**src/rtl/freq_meter.sv**
```systemverilog
// Gated frequency counter: counts rising edges of sig_in over a window of
// 1/10/100/1000 gate units and exposes the latched result through a
// byte-wide snapshot shadow.
module freq_meter #(
  parameter int unsigned GATE_UNIT = 250000,
  parameter int unsigned CNT_W     = 32
) (
  input  logic       sys_clk_25m,
  input  logic       sys_rst,
  input  logic       sig_in,
  input  logic       meas_en,
  input  logic [1:0] gate_sel,
  input  logic       rd_snap,
  input  logic [2:0] rd_sel,
  output logic [7:0] rd_data,
  output logic       meas_busy,
  output logic       meas_done
);

  localparam int unsigned    UnitW   = (GATE_UNIT > 1) ? $clog2(GATE_UNIT) : 1;
  localparam logic [UnitW-1:0] UnitMax = UnitW'(GATE_UNIT - 1);

  typedef enum logic [1:0] {StIdle, StGate, StLatch} state_t;

  state_t           state_q, state_d;
  logic             sig_meta_q, sig_sync_q, sig_prev_q, sig_edge;
  logic [UnitW-1:0] unit_cnt_q;
  logic [9:0]       dec_cnt_q, dec_max;
  logic [1:0]       gate_sel_q;
  logic [CNT_W-1:0] edge_cnt_q, result_q, shadow_res_q;
  logic             edge_ovf_q, ovf_q, valid_q;
  logic [7:0]       shadow_st_q;
  logic             gate_start, gate_last;
  logic [31:0]      shadow_ext;

  // Two-flop synchroniser plus one history flop for rising-edge detect.
  always_ff @(posedge sys_clk_25m) begin
    if (sys_rst) begin
      sig_meta_q <= 1'b0;
      sig_sync_q <= 1'b0;
      sig_prev_q <= 1'b0;
    end else begin
      sig_meta_q <= sig_in;
      sig_sync_q <= sig_meta_q;
      sig_prev_q <= sig_sync_q;
    end
  end

  assign sig_edge = sig_sync_q & ~sig_prev_q;

  // Last unit index of the gate, from the gate length captured at gate start.
  always_comb begin
    dec_max = 10'd999;
    case (gate_sel_q)
      2'd0:    dec_max = 10'd0;
      2'd1:    dec_max = 10'd9;
      2'd2:    dec_max = 10'd99;
      default: dec_max = 10'd999;
    endcase
  end

  assign gate_last = (unit_cnt_q == UnitMax) && (dec_cnt_q == dec_max);

  // State register.
  always_ff @(posedge sys_clk_25m) begin
    if (sys_rst) state_q <= StIdle;
    else         state_q <= state_d;
  end

  // Next-state and status outputs; dropping meas_en aborts an open gate.
  always_comb begin
    state_d    = state_q;
    meas_busy  = 1'b0;
    meas_done  = 1'b0;
    gate_start = 1'b0;
    unique case (state_q)
      StIdle: begin
        if (meas_en) begin
          state_d    = StGate;
          gate_start = 1'b1;
        end
      end
      StGate: begin
        meas_busy = 1'b1;
        if (!meas_en)       state_d = StIdle;
        else if (gate_last) state_d = StLatch;
      end
      StLatch: begin
        meas_done = 1'b1;
        if (meas_en) begin
          state_d    = StGate;
          gate_start = 1'b1;
        end else begin
          state_d = StIdle;
        end
      end
      default: state_d = StIdle;
    endcase
  end

  // Gate timing and saturating edge counter; only GATE cycles count edges.
  always_ff @(posedge sys_clk_25m) begin
    if (sys_rst) begin
      unit_cnt_q <= '0;
      dec_cnt_q  <= '0;
      edge_cnt_q <= '0;
      edge_ovf_q <= 1'b0;
      gate_sel_q <= 2'd0;
    end else if (gate_start) begin
      unit_cnt_q <= '0;
      dec_cnt_q  <= '0;
      edge_cnt_q <= '0;
      edge_ovf_q <= 1'b0;
      gate_sel_q <= gate_sel;
    end else if (state_q == StGate) begin
      if (unit_cnt_q == UnitMax) begin
        unit_cnt_q <= '0;
        dec_cnt_q  <= dec_cnt_q + 1'b1;
      end else begin
        unit_cnt_q <= unit_cnt_q + 1'b1;
      end
      if (sig_edge) begin
        if (&edge_cnt_q) edge_ovf_q <= 1'b1;
        else             edge_cnt_q <= edge_cnt_q + 1'b1;
      end
    end
  end

  // Result latch, read-and-clear valid (latch wins), and snapshot shadow.
  always_ff @(posedge sys_clk_25m) begin
    if (sys_rst) begin
      result_q     <= '0;
      ovf_q        <= 1'b0;
      valid_q      <= 1'b0;
      shadow_res_q <= '0;
      shadow_st_q  <= 8'h00;
    end else begin
      if (state_q == StLatch) begin
        result_q <= edge_cnt_q;
        ovf_q    <= edge_ovf_q;
      end
      if (state_q == StLatch) valid_q <= 1'b1;
      else if (rd_snap)       valid_q <= 1'b0;
      // Shadow takes pre-edge values, so a snap during LATCH sees the old result.
      if (rd_snap) begin
        shadow_res_q <= result_q;
        shadow_st_q  <= {4'b0000, meas_busy, ovf_q, valid_q, 1'b1};
      end
    end
  end

  assign shadow_ext = 32'(shadow_res_q);

  // Byte mux over the shadow only.
  always_comb begin
    rd_data = 8'h00;
    case (rd_sel)
      3'd0:    rd_data = shadow_ext[7:0];
      3'd1:    rd_data = shadow_ext[15:8];
      3'd2:    rd_data = shadow_ext[23:16];
      3'd3:    rd_data = shadow_ext[31:24];
      3'd4:    rd_data = shadow_st_q;
      default: rd_data = 8'h00;
    endcase
  end

endmodule

```
**config.mk**
```make
export PLATFORM = sky130hd
export DESIGN_NAME = freq_meter
export DESIGN_NICKNAME = d
export VERILOG_FILES = /design/src/rtl/freq_meter.sv
export SDC_FILE = /design/constraint.sdc
export NUM_CORES = 1
export LEC_CHECK = 0
export ABC_AREA = 0
export CORE_AREA = 2 2 108 110
export DETAILED_ROUTE_END_ITERATION = 10
export DIE_AREA = 0 0 110 112
export GPL_TIMING_DRIVEN = 1
export PLACE_DENSITY = 0.78
export SYNTH_ARGS = -nofsm -noshare
export SYNTH_HDL_FRONTEND = slang
export SYNTH_SLANG_ARGS = --single-unit
```
**constraint.sdc**
```tcl
create_clock -name sys_clk_25m -period 2.01 [get_ports sys_clk_25m]
set_input_delay 0.5025 -clock sys_clk_25m [delete_from_list [all_inputs] [get_ports sys_clk_25m]]
set_output_delay 0.5025 -clock sys_clk_25m [all_outputs]
set_load 0.01 [all_outputs]
```
Word-level counts from Yosys, hierarchy flattened
Cells that the tools add are included.
{"block": "classes", "addsub": 3, "n_eq_ne": 12, "mux": 14, "bitwise_logic": 3, "n_reduce_logical": 12}
{"operator": "$pmux W8 S5", "n": 1}
{"operator": "$reduce_and A34 Y1", "n": 1}
{"operator": "$add A32 B1 Y32 const B", "n": 1}
{"operator": "$reduce_and A32 Y1", "n": 1}
{"operator": "$pmux W10 S3", "n": 1}
{"operator": "$add A18 B1 Y18 const B", "n": 1}
{"operator": "$eq A18 B18 Y1 const B", "n": 1}
{"operator": "$mux W18", "n": 1}
{"operator": "$add A10 B1 Y10 const B", "n": 1}
{"operator": "$eq A10 B10 Y1", "n": 1}
{"operator": "$mux W1", "n": 7}
{"operator": "$eq A3 B2 Y1 const B", "n": 2}
{"operator": "$mux W2", "n": 3}
{"operator": "$pmux W2 S3", "n": 1}
{"operator": "$eq A2 B1 Y1 const B", "n": 2}
{"operator": "$eq A2 B2 Y1 const B", "n": 2}
{"operator": "$logic_not A2 Y1", "n": 2}
{"operator": "$reduce_and A2 Y1", "n": 2}
{"operator": "$reduce_or A2 Y1", "n": 2}
{"operator": "$eq A3 B1 Y1 const B", "n": 1}
{"operator": "$eq A3 B3 Y1 const B", "n": 1}
{"operator": "$logic_not A3 Y1", "n": 1}
{"operator": "$ne A3 B3 Y1 const B", "n": 1}
{"operator": "$reduce_and A3 Y1", "n": 1}
{"operator": "other kinds (5)", "n": 6}
{"block": "word_totals", "regBits": 138, "input_bits": 10, "output_inout_bits": 10, "wordCells": 58}

Longest topological paths before layout
{"block": "logic_depth", "word_depth": 7, "depth_mapped": 8, "mapped_depth_nobuf": 6}

Least setup slack after synthesis
Ideal clock, no wire load.
{"block": "synth_path", "path_type": "reg-to-reg", "start": "reg state_q[1]", "end": "reg edge_cnt_q[29]", "setup_time_ns": 0.071, "arrival_ns": 2.118, "t_required_ns": 1.939, "slack_ns": -0.178, "path_stages_with_launch": 9, "n_path_buf": 3, "synth_period_minus_slack_ns": 2.188, "cell_sequence": "dfxtp_1 > nand4bb_1 > buf_2 > or4_1 > buf_2 > a311o_1 > buf_2 > or3_1 > a21oi_1"}
{"block": "synth_between", "elab_chain_cells": 4, "word_cells_on_any_way": 7, "cone_classes": "eq/ne: 2; mux: 1; reduce/logical: 4"}
{"element": "from (decl)", "line": "25", "text": "state_t state_q, state_d;"}
{"element": "from (signal assigned)", "line": "66", "text": "if (sys_rst) state_q <= StIdle;"}
{"element": "from (signal assigned)", "line": "67", "text": "else state_q <= state_d;"}
{"element": "$eq A2 B2 Y1 or $logic_not A2 Y1 (tied branches)", "line": "76", "text": "unique case (state_q)"}
{"element": "$reduce_or A2 Y1 (no line)"}
{"element": "$mux W1"}
{"element": "$reduce_or A2 Y1 (no line)"}
{"element": "to (signal assigned)", "line": "124", "text": "else edge_cnt_q <= edge_cnt_q + 1'b1;"}
{"element": "to (decl)", "line": "30", "text": "logic [CNT_W-1:0] edge_cnt_q, result_q, shadow_res_q;"}
Parallel ways exist; a longest one is shown, timed or not.
A chain may end at the register's enable or synchronous reset.

Worst setup path after layout
{"block": "layout_path", "start": "reg shadow_res_q[25] (netlist: shadow_ext[25])", "end": "out rd_data[1]"}
{"block": "layout_between", "elab_chain_cells": 1}
{"element": "from (decl)", "line": "30"}
{"element": "from (signal assigned)", "line": "146", "text": "shadow_res_q <= result_q;"}
{"element": "$pmux W8 S5", "line": "157", "text": "case (rd_sel)"}
{"element": "to (decl)", "line": "15", "text": "output logic [7:0] rd_data,"}
No other way between the ends.

==> out/results.txt <==
Final HPWL DP - 9700 um
Largest area contributor in the netlist - dfxtp_1
Largest net degree at the start of global routing - 74
Cell Rows - 39
Latest clock arrival within the worst-skew pair - 0.42 ns
Post-synth ARST share - 0
Internal Pwr Total - 5.06 mW
Clock Path Buffers - 2
Synth cell types - 50
Psw - 1.28 mW
CTS tree - yes
Final Cycle Share - 0.989
GRT overflow - 0
Share of the synthesized area in the top cell type - 0.460
Vias in the first global route - 5049
Slew HR - 0.524
Multi-input logic area - 3210 um^2
Final Hold Viols - 0
Post-Route Setup TNS - 0 ns
I/O Buffers - 19
DR DRC count - 0
Drt total wl - 14800 um
Drt pass-1 iters - 5
Syn nets - 709
Ant diodes - 0
Worst clock skew - 0.00882 ns
Full die area - 12300 um^2
Register-to-Register Path Depth - 5
Static Leak - 2.74 nW
Effective utilization at floorplan - 0.537
Register area share after synthesis - 0.460
Fill count - 796
Comb pwr share - 0.031
Part of the power in the clock network - 0.535
# hold bufs at CTS - 0
Ys flop type - dfxtp_1
Synth top area cells - dfxtp_1 46%, mux2i_1 7.3%, nor2_1 6.4%, nand2_1 6.0%, a21oi_1 4.7%
CTS root buf - clkbuf_16
Drt initial violations - 443
Critical Path, Cell by Cell - mux4_2, inv_2, o32ai_2, buf_2
Layout cell share with drive strength beyond 1 - 0.197
F_max - 0.503 GHz
Flip-flop and latch area - 2780 um^2
Worst VDD drop - 0.000558 V
First-pass GRT wire length - 23900 um
Syn Area/Cell - 8.62 um^2
HP Class - primary input to flop
Power Density - 850 nW/um^2
DIE WIDTH - 110 um
Net Sw Frac - 0.202
Setup-failing EPs final - 0
CP Launch Point - shadow_ext[25]
Outcome - finished clean
RSZ-0062 raised after global routing - true
Setup crit end kind - primary output
Fin nets - 767
Max Slew Vio Count - 0
Gpl congestion - 0.863
CTS buffer count - 17
Core area - 11200 um^2
WP data required - 1.51 ns
Crit Path Max Fanout - 2
Total power - 6.34 mW
Synthesized cell area - 6000 um^2
Flop pwr share - 0.435
Max cap viols - 0
Die height - 112 um
Reg2Reg Capture Point - edge_cnt_q[29]
Startpoint Class - flop
Vias post-DR - 5290
H-tree levels - 4
Yosys warns - 0
I/O pin cnt - 20
EDFF count, synth - 0
GRT Total Usage - 0.247
RR Startpoint - edge_cnt_q[15]
Hold_sp - sys_rst
Slowest CP cell - mux4_2
CP peak stage delay - 0.47 ns
CP arrival - 1.49 ns
Worst setup endpoint - rd_data[1]
Crit Path Class - flop to primary output
Synth-to-Final Area Change - 24.2%
Routed wire per std cell - 16.2 um
CTS sink cnt - 138
Tmin final - 1.99 ns
Routed Antenna Nets - 0
Post-DR vias/cell - 5.81
Synthesized flop and latch total - 138
Flop-to-flop setup slack - 0.04 ns
Cells after Synth - 696
Worst-Margin Slew - 0.715 ns
Clock slew at reported path FFs - 0.06 ns
Antenna violations before repair - 0
-- area by class of cell --
| type | count | share of cell area |
|---|---|---|
| Sequential cell | 138 | 0.373 |
| Clock inverter | 11 | 0.0260 |
| Multi-Input combinational cell | 509 | 0.431 |
| Tap cell | 143 | 0.0240 |
| Inverter | 9 | 0.00453 |
| Timing Repair Buffer | 79 | 0.0814 |
| Clock buffer | 21 | 0.0604 |
-- cells in the mapped netlist, drive strengths merged (2+ instances only) --
cell type	n
inv	8
clkbuf	32
o21ai	16
xnor2	23
buf	9
nand2b	4
or4	9
and4	7
ha	3
and2	7
or4b	2
o211ai	2
dfxtp	138
or3	11
nand3	19
nor4	12
nand4b	2
nor2	102
nand4	26
mux2i	44
and3	7
a21oi	56
nor2b	9
o31ai	3
a211oi	3
nor3	5
xor2	18
mux4	5
a31o	2
nand2	96
-- critical path: cells and delay by family (launching register included) --
kind / cells / cell delay, ns
AO/OA/AOI/OAI: 1 / 0.06
buffers and inverters: 2 / 0.21
multiplexers: 1 / 0.47
flip-flops: 1 / 0.33
-- worst min-delay path by stage --
stage / to / slack (ns) / cells past startpoint
3_5_place_dp: sig_sync_q / 0.45 / 1
3_3_place_gp: sig_sync_q / 0.43 / 1
5_1_grt: gate_sel_q[1] / 0.35 / 2
4_1_cts: gate_sel_q[1] / 0.35 / 2
6_report: gate_sel_q[1] / 0.35 / 2
2_1_floorplan: sig_sync_q / 0.41 / 1
-- metal layers --
layer,track usage,part of all wire,vias up
met4,0.118,0.035,0
met1,0.313,0.44,2518
met5,0,0,-
met3,0.0521,0.046,41
li1,-,-,2551
met2,0.397,0.48,180
-- registers in the layout (all words and copies together), names as in the netlist --
signal       count
state_q          2
result_q        32
dec_cnt_q       10
gate_sel_q       2
shadow_ext      32
sig_sync_q       1
shadow_st_q      4
ovf_q            1
edge_cnt_q      32
edge_ovf_q       1
valid_q          1
sig_meta_q       1
sig_prev_q       1
unit_cnt_q      18
-- power groups by stage --
| stage | sequential, mW | clock, mW | combinational, mW |
|---|---|---|---|
| 3_5_place_dp | 2.81 | 0 | 0.184 |
| 4_1_cts | 2.75 | 3.41 | 0.190 |
| 6_report | 2.75 | 3.39 | 0.196 |
| 3_3_place_gp | 2.81 | 0 | 0.179 |
| 5_1_grt | 2.75 | 3.53 | 0.209 |
| 2_1_floorplan | 2.81 | 0 | 0.119 |
-- cell families (layout without fill, tap and decap cells) --
group | count (synthesis) | count (layout) | synth area share
AOI/OAI and AO/OA | 90 | 91 | 0.0847
xor gates and xnor gates | 41 | 41 | 0.0598
buffers and inverters | 50 | 120 | 0.0321
adders and majority gates | 3 | 3 | 0.00626
DFF | 138 | 138 | 0.460
and+or+nand+nor | 325 | 325 | 0.265
muxes | 49 | 49 | 0.0922
-- stage by stage --
step | hold slack, ns | area (um^2) | util | worst slack (ns) | instances
final | 0.352 | 7450 | 0.667 | 0.0212 | 910
after global placement | 0.427 | 6660 | 0.596 | -0.728 | 874
after floorplan | 0.414 | 6040 | - | -0.163 | 696
after global routing | 0.353 | 7450 | 0.667 | -0.0558 | 910
after CTS | 0.348 | 7350 | 0.657 | -0.0164 | 909
after detailed placement | 0.448 | 6660 | 0.596 | -0.742 | 874
-- cells in the final DEF (no fill, tap or decap), types with 6 or more instances in the layout --
cell       synthesis  final
xor2_1            18     18
nand4_1           25     25
nand2_1           96     93
nand3_1           19     18
nor2b_1            9      6
or3_1             11     11
dfxtp_1          138    126
mux2i_1           44     43
xnor2_1           23     23
nor2_1           102    101
and3_1             7      6
or4_1              9      8
inv_1              8      7
and4_1             7      7
buf_2              4     11
o21ai_0           16     12
a21oi_1           56     56
clkbuf_16          0     17
buf_4              0     56
and2_1             7      6
nor4_1            11      8
dfxtp_2            0     12
-- what timing repair did --
action | in CTS | in global routing
resized for setup | 56 | 34
cloned | 1 | 0
buffers inserted | 2 | 1
setup endpoints to repair | 17 | 32
pin swaps | 7 | 9
(Power assumes the default switching activity.)
